**config.mk**
```make
export PLATFORM = sky130hd
export DESIGN_NAME = cla_operand_stage
export DESIGN_NICKNAME = d
export VERILOG_FILES = /design/src/rtl/cla_pkg.sv /design/src/rtl/cla_operand_fifo.sv /design/src/rtl/cla_operand_stage.sv
export SDC_FILE = /design/constraint.sdc
export NUM_CORES = 1
export LEC_CHECK = 0
export BUFFER_PORTS_ARGS = -buffer_cell sky130_fd_sc_hd__buf_2
export CAP_MARGIN = 10
export CORE_ASPECT_RATIO = 0.75
export CORE_MARGIN = 2
export CORE_UTILIZATION = 40
export CTS_BUF_LIST = sky130_fd_sc_hd__clkbuf_4 sky130_fd_sc_hd__clkbuf_8
export DETAILED_ROUTE_END_ITERATION = 7
export PLACE_DENSITY = 0.74
export SYNTH_ARGS = -nofsm -noshare
export SYNTH_HDL_FRONTEND = slang
export SYNTH_SLANG_ARGS = --single-unit
```
**constraint.sdc**
```tcl
create_clock -name clk -period 1.9 [get_ports clk]
set_clock_uncertainty 0.2 [all_clocks]
set_input_delay 0.38 -clock clk [delete_from_list [all_inputs] [get_ports clk]]
set_output_delay 0.38 -clock clk [all_outputs]
set_load 0.01 [all_outputs]
```
**src/rtl/cla_pkg.sv**
```systemverilog
// -----------------------------------------------------------------------------
// cla_pkg
// Shared constants for the carry-look-ahead operand stage and its FIFO.
//   CLA_N          default operand width
//   CLA_SLICE_W    width of one carry-look-ahead slice in the downstream adder
//   CLA_FIFO_DEPTH depth of the operand FIFO
//   CLA_CNT_W      width of the FIFO occupancy counter (holds 0..CLA_FIFO_DEPTH)
//   CLA_TXN_W      width of the optional output-transfer counter
// Helper:
//   cla_ptr_next   advance a FIFO pointer, wrapping modulo the FIFO depth
// -----------------------------------------------------------------------------
package cla_pkg;

    localparam int CLA_N          = 16;
    localparam int CLA_SLICE_W    = 4;
    localparam int CLA_FIFO_DEPTH = 2;
    localparam int CLA_CNT_W      = 2;
    localparam int CLA_TXN_W      = 16;

    // With a depth of two a pointer is one bit, so advancing is a toggle.
    function automatic logic cla_ptr_next(input logic ptr);
        return ~ptr;
    endfunction

endpackage

```
**src/rtl/cla_operand_fifo.sv**
```systemverilog
// -----------------------------------------------------------------------------
// cla_operand_fifo
// Two-entry in-order FIFO holding packed operand pairs for the CLA stage.
// The head entry is presented combinationally from the storage registers and
// forced to zero while the FIFO is empty.
// Ports:
//   clk      in   clock, rising edge
//   rst_n    in   asynchronous active-low reset (clears pointers, count, data)
//   push_i   in   write wdata_i (ignored when full)
//   wdata_i  in   W-bit entry to write
//   pop_i    in   remove the head entry (ignored when empty)
//   rdata_o  out  head entry, zero when empty
//   empty_o  out  FIFO holds no entries
//   full_o   out  FIFO holds CLA_FIFO_DEPTH entries
// -----------------------------------------------------------------------------
module cla_operand_fifo
    import cla_pkg::*;
#(
    parameter int W = 2 * CLA_N
) (
    input  logic         clk,
    input  logic         rst_n,
    input  logic         push_i,
    input  logic [W-1:0] wdata_i,
    input  logic         pop_i,
    output logic [W-1:0] rdata_o,
    output logic         empty_o,
    output logic         full_o
);

    logic [W-1:0]           mem_q [0:CLA_FIFO_DEPTH-1];
    logic                   wr_ptr_q;
    logic                   wr_ptr_d;
    logic                   rd_ptr_q;
    logic                   rd_ptr_d;
    logic [CLA_CNT_W-1:0]   count_q;
    logic [CLA_CNT_W-1:0]   count_d;
    logic                   push_ok_s;
    logic                   pop_ok_s;

    assign empty_o   = (count_q == CLA_CNT_W'(0));
    assign full_o    = (count_q == CLA_CNT_W'(CLA_FIFO_DEPTH));
    assign push_ok_s = push_i & ~full_o;
    assign pop_ok_s  = pop_i & ~empty_o;

    // Pointer and occupancy next-state.
    always_comb begin
        wr_ptr_d = wr_ptr_q;
        rd_ptr_d = rd_ptr_q;
        count_d  = count_q;
        if (push_ok_s) begin
            wr_ptr_d = cla_ptr_next(wr_ptr_q);
        end else begin
            wr_ptr_d = wr_ptr_q;
        end
        if (pop_ok_s) begin
            rd_ptr_d = cla_ptr_next(rd_ptr_q);
        end else begin
            rd_ptr_d = rd_ptr_q;
        end
        case ({push_ok_s, pop_ok_s})
            2'b10:   count_d = count_q + CLA_CNT_W'(1);
            2'b01:   count_d = count_q - CLA_CNT_W'(1);
            default: count_d = count_q;
        endcase
    end

    // Pointer, occupancy and storage registers.
    always_ff @(posedge clk or negedge rst_n) begin
        if (!rst_n) begin
            wr_ptr_q <= 1'b0;
            rd_ptr_q <= 1'b0;
            count_q  <= CLA_CNT_W'(0);
            for (int i = 0; i < CLA_FIFO_DEPTH; i++) begin
                mem_q[i] <= '0;
            end
        end else begin
            wr_ptr_q <= wr_ptr_d;
            rd_ptr_q <= rd_ptr_d;
            count_q  <= count_d;
            if (push_ok_s) begin
                mem_q[wr_ptr_q] <= wdata_i;
            end
        end
    end

    // Head presentation; an empty FIFO shows zero rather than a stale entry.
    always_comb begin
        if (empty_o) begin
            rdata_o = '0;
        end else begin
            rdata_o = mem_q[rd_ptr_q];
        end
    end

endmodule

```
**src/rtl/cla_operand_stage.sv**
```systemverilog
// -----------------------------------------------------------------------------
// cla_operand_stage
// Buffers operand pairs in a 2-entry FIFO, presents the head pair to an
// external combinational carry-look-ahead adder and registers the adder
// result behind a valid/ready output handshake with a sticky carry-out flag.
// Parameters:
//   N  operand width, a multiple of 4
//   M  number of 4-bit slices in the downstream adder, equal to N/4
// Ports:
//   clk        in   clock, rising edge
//   rst_n      in   asynchronous active-low reset
//   in_valid   in   operand pair offered
//   in_ready   out  stage can accept a pair (FIFO not full)
//   in_a/in_b  in   N-bit operands
//   add_a/b    out  head operands to the adder, zero when FIFO empty
//   add_sum    in   N+1-bit adder result, bit N is carry-out
//   out_valid  out  registered result available
//   out_ready  in   consumer accepts the result
//   out_sum    out  registered N+1-bit result
//   out_ovf    out  sticky carry-out flag, cleared only by reset
//   txn_count  out  16-bit output-transfer counter, present only when the
//                   macro CLA_STAGE_TXN_COUNT_EN is defined
// -----------------------------------------------------------------------------
module cla_operand_stage
    import cla_pkg::*;
#(
    parameter int N = CLA_N,
    parameter int M = N / CLA_SLICE_W
) (
    input  logic                 clk,
    input  logic                 rst_n,
    input  logic                 in_valid,
    output logic                 in_ready,
    input  logic [N-1:0]         in_a,
    input  logic [N-1:0]         in_b,
    output logic [N-1:0]         add_a,
    output logic [N-1:0]         add_b,
    input  logic [N:0]           add_sum,
    output logic                 out_valid,
    input  logic                 out_ready,
    output logic [N:0]           out_sum,
    output logic                 out_ovf
`ifdef CLA_STAGE_TXN_COUNT_EN
    ,
    output logic [CLA_TXN_W-1:0] txn_count
`endif
);

    // Operand width as seen by the adder slices. Every path below is sized
    // from it, so a parameter set with M != N/4 shows up as width mismatches.
    localparam int OP_W = M * CLA_SLICE_W;

    logic                  fifo_push_s;
    logic                  fifo_empty_s;
    logic                  fifo_full_s;
    logic [2*OP_W-1:0]     fifo_rdata_s;
    logic                  issue_s;

    logic                  out_valid_q;
    logic                  out_valid_d;
    logic [N:0]            out_sum_q;
    logic [N:0]            out_sum_d;
    logic                  out_ovf_q;
    logic                  out_ovf_d;

    // in_ready comes straight from the registered FIFO count, never from in_valid.
    assign in_ready    = ~fifo_full_s;
    assign fifo_push_s = in_valid & ~fifo_full_s;

    // A pair pushed into an empty FIFO is not issued on the same edge because
    // fifo_empty_s still reflects the pre-edge occupancy.
    assign issue_s = ~fifo_empty_s & (~out_valid_q | out_ready);

    cla_operand_fifo #(
        .W (2 * OP_W)
    ) u_fifo (
        .clk     (clk),
        .rst_n   (rst_n),
        .push_i  (fifo_push_s),
        .wdata_i ({in_a, in_b}),
        .pop_i   (issue_s),
        .rdata_o (fifo_rdata_s),
        .empty_o (fifo_empty_s),
        .full_o  (fifo_full_s)
    );

    assign add_a = fifo_rdata_s[2*OP_W-1:OP_W];
    assign add_b = fifo_rdata_s[OP_W-1:0];

    // Result register next-state: load on issue, drop valid once consumed.
    always_comb begin
        out_valid_d = out_valid_q;
        out_sum_d   = out_sum_q;
        out_ovf_d   = out_ovf_q;
        if (issue_s) begin
            out_valid_d = 1'b1;
            out_sum_d   = add_sum;
            out_ovf_d   = out_ovf_q | add_sum[N];
        end else if (out_ready) begin
            out_valid_d = 1'b0;
        end else begin
            out_valid_d = out_valid_q;
        end
    end

    // Result, valid and sticky overflow registers.
    always_ff @(posedge clk or negedge rst_n) begin
        if (!rst_n) begin
            out_valid_q <= 1'b0;
            out_sum_q   <= '0;
            out_ovf_q   <= 1'b0;
        end else begin
            out_valid_q <= out_valid_d;
            out_sum_q   <= out_sum_d;
            out_ovf_q   <= out_ovf_d;
        end
    end

    assign out_valid = out_valid_q;
    assign out_sum   = out_sum_q;
    assign out_ovf   = out_ovf_q;

`ifdef CLA_STAGE_TXN_COUNT_EN
    logic [CLA_TXN_W-1:0] txn_count_q;
    logic [CLA_TXN_W-1:0] txn_count_d;

    // Count completed output transfers; wraps naturally at the counter width.
    always_comb begin
        if (out_valid_q & out_ready) begin
            txn_count_d = txn_count_q + CLA_TXN_W'(1);
        end else begin
            txn_count_d = txn_count_q;
        end
    end

    // Transfer counter register.
    always_ff @(posedge clk or negedge rst_n) begin
        if (!rst_n) begin
            txn_count_q <= CLA_TXN_W'(0);
        end else begin
            txn_count_q <= txn_count_d;
        end
    end

    assign txn_count = txn_count_q;
`endif

endmodule

```
==> run_summary.xml <==
<?xml version="1.0" encoding="UTF-8"?>
<metrics>
  <group name="critical_path">
    <metric name="crit_path_start_kind" unit="">register</metric>
    <metric name="path_class" unit="">register to output port</metric>
    <metric name="timing.reg2reg.worst_path_depth" unit="">5</metric>
    <metric name="worst_path_largest_cell_delay" unit="ps">420</metric>
    <metric name="timing.critical_path.slowest_stage_cell" unit="">dfrtp_2</metric>
    <metric name="critPathCaptureType" unit="">output port</metric>
    <metric name="regToRegEndpoint" unit="">u_fifo.mem_q[63]$_DFFE_PN0P_</metric>
    <metric name="cp_max_fo" unit="">17</metric>
    <metric name="worst-r2r-setup-slack" unit="ps">140</metric>
    <metric name="worst_r2r_startpoint" unit="">u_fifo.count_q[1]$_DFFE_PN0P_</metric>
    <metric name="req_time_crit_path" unit="ps">1320</metric>
    <metric name="crit_chain" unit="">buf_12, mux2i_2, nor2_1, buf_2</metric>
    <metric name="cp_data_arrival_time" unit="ps">1420</metric>
    <metric name="cp-startpoint" unit="">u_fifo.rd_ptr_q$_DFFE_PN0P_</metric>
  </group>
  <group name="placement">
    <metric name="globalplace.congestion" unit="">0.760</metric>
    <metric name="dp.final_hpwl" unit="mm">5.64</metric>
    <metric name="place_ws" unit="ps">163</metric>
    <metric name="placement.io_buffers" unit="">104</metric>
  </group>
  <group name="clocking">
    <metric name="cts_h_tree_depth" unit="">3</metric>
    <metric name="clkLatencyLatePin" unit="ps">350</metric>
    <metric name="clk_pin_slew" unit="ps">90</metric>
    <metric name="clock_sinks" unit="">87</metric>
    <metric name="cts_max_path_buffers" unit="">2</metric>
    <metric name="tritoncts" unit="">built</metric>
    <metric name="clk_root_buffer_cell" unit="">clkbuf_8</metric>
    <metric name="cts-buffers-inserted" unit="">9</metric>
  </group>
  <group name="pwr">
    <metric name="power.density_cell_area" unit="nW/um^2">1900</metric>
    <metric name="power.static_leakage" unit="nW">2.51</metric>
    <metric name="irDropWorstVdd" unit="mV">0.771</metric>
  </group>
  <group name="synthesis">
    <metric name="synth_largest_area_cell" unit="">dfrtp_1</metric>
    <metric name="ys_top_cells_by_area" unit="">dfrtp_1, mux2_4, mux2i_1</metric>
    <metric name="yosys_most_used_dff" unit="">dfrtp_1</metric>
    <metric name="ys_ff_latch" unit="">87</metric>
    <metric name="syn_area_per_cell" unit="um^2">15.3</metric>
    <metric name="postSynth.asyncResetShare" unit="%">100</metric>
    <metric name="dominant_cell_by_count_in_the_synthesized_netlist" unit="">dfrtp_1</metric>
    <metric name="yosysSeqAreaShare" unit="%">53.5</metric>
    <metric name="netlist.area_leader.share" unit="%">53.5</metric>
    <metric name="synth_nets" unit="">320</metric>
    <metric name="yosys.cell_types.count" unit="">21</metric>
    <metric name="number_of_enable_flip_flop_cells_after_synthesis" unit="">0</metric>
    <metric name="synth_area" unit="um^2">4070</metric>
    <metric name="ys.warnings.count" unit="">0</metric>
    <metric name="synth_common_cells" unit="">dfrtp_1, mux2_4, nor2_1, mux2i_1, mux2_2</metric>
    <metric name="post_synth_inst_count" unit="">266</metric>
  </group>
  <group name="global_routing">
    <metric name="global_route_usage_over_all_layers" unit="%">15.4</metric>
    <metric name="wire_length_of_the_first_global_routing_pass" unit="mm">13.3</metric>
    <metric name="largest_net_degree_at_the_start_of_global_routing" unit="">41</metric>
    <metric name="number_of_global_route_vias_before_repair" unit="">2615</metric>
    <metric name="initial_antenna_violation_count" unit="">0</metric>
    <metric name="remaining_global_route_overflow" unit="">0</metric>
  </group>
  <group name="layout">
    <metric name="layout-drive-gt1-share" unit="%">59.2</metric>
    <metric name="n_antenna_cell" unit="">0</metric>
    <metric name="area_growth_syn_to_layout" unit="%">24.8</metric>
    <metric name="nets_finish" unit="">436</metric>
  </group>
  <group name="timing">
    <metric name="maxSlewViolCount" unit="">0</metric>
    <metric name="rsz0062_at_grt" unit="">yes</metric>
    <metric name="fin_crit" unit="ps">2000</metric>
    <metric name="final_count_of_negative_setup_slack_endpoints" unit="">32</metric>
    <metric name="tightest_slew" unit="ps">350</metric>
    <metric name="final_total_negative_setup_slack" unit="ps">-1340</metric>
    <metric name="report.final.hold_viol_count" unit="">0</metric>
    <metric name="final_min_period_over_clock_period" unit="%">105</metric>
    <metric name="clock.fmax" unit="MHz">501</metric>
    <metric name="post-route-worst-setup-slack" unit="ps">-97.9</metric>
    <metric name="relSlewSlack" unit="%">76.6</metric>
  </group>
  <group name="min_path">
    <metric name="min_to" unit="">out_ovf$_DFFE_PN0P_</metric>
    <metric name="min_delay_path_depth" unit="">2</metric>
    <metric name="hold_path.startpoint" unit="">add_sum[16]</metric>
    <metric name="hold_class" unit="">input port to register</metric>
  </group>
  <group name="routing">
    <metric name="via_per_inst" unit="">4.65</metric>
    <metric name="antenna_left" unit="">0</metric>
    <metric name="remaining_drc_errors" unit="">0</metric>
    <metric name="drt_iter0_markers" unit="">59</metric>
    <metric name="route.vias.total" unit="">2412</metric>
    <metric name="wire_per_inst" unit="um">15.5</metric>
    <metric name="drt_first_pass_iters" unit="">4</metric>
    <metric name="routed_wirelength" unit="mm">8.05</metric>
  </group>
  <group name="die">
    <metric name="die_h" unit="um">91.3</metric>
    <metric name="design.portCount" unit="">105</metric>
    <metric name="die_x" unit="um">120</metric>
    <metric name="fp-row-count" unit="">31</metric>
    <metric name="core_box_area" unit="um^2">9770</metric>
    <metric name="design.die.area" unit="um^2">11000</metric>
    <metric name="initial_core_util" unit="%">41.6</metric>
  </group>
  <group name="flow_run">
    <metric name="maxCapViolCount" unit="">0</metric>
  </group>
  <group name="status">
    <metric name="failed_checks" unit="">setup timing</metric>
    <metric name="status" unit="">finished, violations left</metric>
  </group>
</metrics>
## worst max-delay path: cells and delay by family, from the launching register on
family | cells | cell delay [ps]
DFF | 1 | 420
muxes | 1 | 240
and+or+nand+nor | 1 | 60
buffers and inverters | 2 | 320
## power by group
part | switching (mW) | total [mW] | internal [mW] | leakage (nW)
logic | 2.06 | 4.85 | 2.79 | 1.39
registers | 0.553 | 3.36 | 2.81 | 1.01
clock network | 0.642 | 1.43 | 0.792 | 0.113
total | 3.26 | 9.65 | 6.39 | 2.51
## state kept, by name, indices dropped and copies added (netlist names)
signal / cells
u_fifo.rd_ptr_q: 1
out_sum: 17
u_fifo.wr_ptr_q: 1
u_fifo.mem_q: 64
out_ovf: 1
u_fifo.count_q: 2
out_valid: 1
## per-stage QoR
stage                     util, %  hold slack, ps  area, um^2  power [mW]  cells
after floorplan                 -            -116        4070        6.67    266
after global placement       48.7             115        4760        7.94    498
after detailed placement     48.7             117        4760        8.10    498
after CTS                    51.5            11.1        5040        9.69    516
after global routing         51.9            13.3        5070        10.3    519
final                        51.9            42.2        5070        9.65    519
## repair_timing
item | 4_1_cts | 5_1_grt
hold endpoints to repair | 24 | 0
hold buffers | 1 | 0
setup buffers | 1 | 3
pin swaps | 0 | 1
endpoints found under the setup margin | 32 | 44
resized for setup | 8 | 4
cloned | 0 | 0
## worst max-delay path by stage
stage	depth (start not counted)	endpoint	slack, ps
2_1_floorplan	6	u_fifo.count_q[1]$_DFFE_PN0P_	180
3_3_place_gp	5	out_sum[8]$_DFFE_PN0P_	160
3_5_place_dp	5	out_sum[9]$_DFFE_PN0P_	160
4_1_cts	4	add_b[1]	-120
5_1_grt	4	add_a[13]	-190
6_report	4	add_b[1]	-100
## kinds of logic after synthesis
logic type | count (synthesis) | synth area share (%)
AOI/OAI and AO/OA | 3 | 0.431
xor gates and xnor gates | 5 | 1.08
adders and majority gates | 1 | 0.308
muxes | 113 | 35.8
buffers and inverters | 19 | 4.68
DFF | 87 | 53.5
and+or+nand+nor | 38 | 4.12
## metal layers
metal / wire length, um / part of all wire (%) / global-route usage [%] / up-vias
met4: 97 / 1.2 / 3.49 / 0
met2: 3660 / 46 / 23.9 / 67
li1: - / - / - / 1149
met1: 3800 / 47 / 20.8 / 1186
met3: 480 / 6.0 / 5.53 / 10
met5: 0 / 0 / 0 / -
## placed cells by master (no fill, tap or decap), drive strengths merged
cell         netlist  routed
a21o               1       1
a21oi              1       1
and3               1       1
and3b              1       1
buf               13     121
bufinv             0       2
clkbuf             4      11
clkinv             0       2
clkinvlp           0       1
dfrtp             87      87
dlygate4sd3        0       1
ha                 1       1
inv                2       2
mux2              81      81
mux2i             32      32
nand2              1       1
nand2b             1       1
nor2              34      34
o21ai              1       1
xnor2              3       3
xor2               2       2
## final cells by class
| class | count | area (um^2) |
|---|---|---|
| fill | 853 | 4700 |
| inverter | 2 | 7.51 |
| timing repair buffer | 122 | 773 |
| clock buffer | 11 | 145 |
| clock inverter | 5 | 81.3 |
| sequential | 87 | 2180 |
| multi-input combinational | 160 | 1720 |
| tap | 132 | 165 |
(Power assumes the default switching activity.)
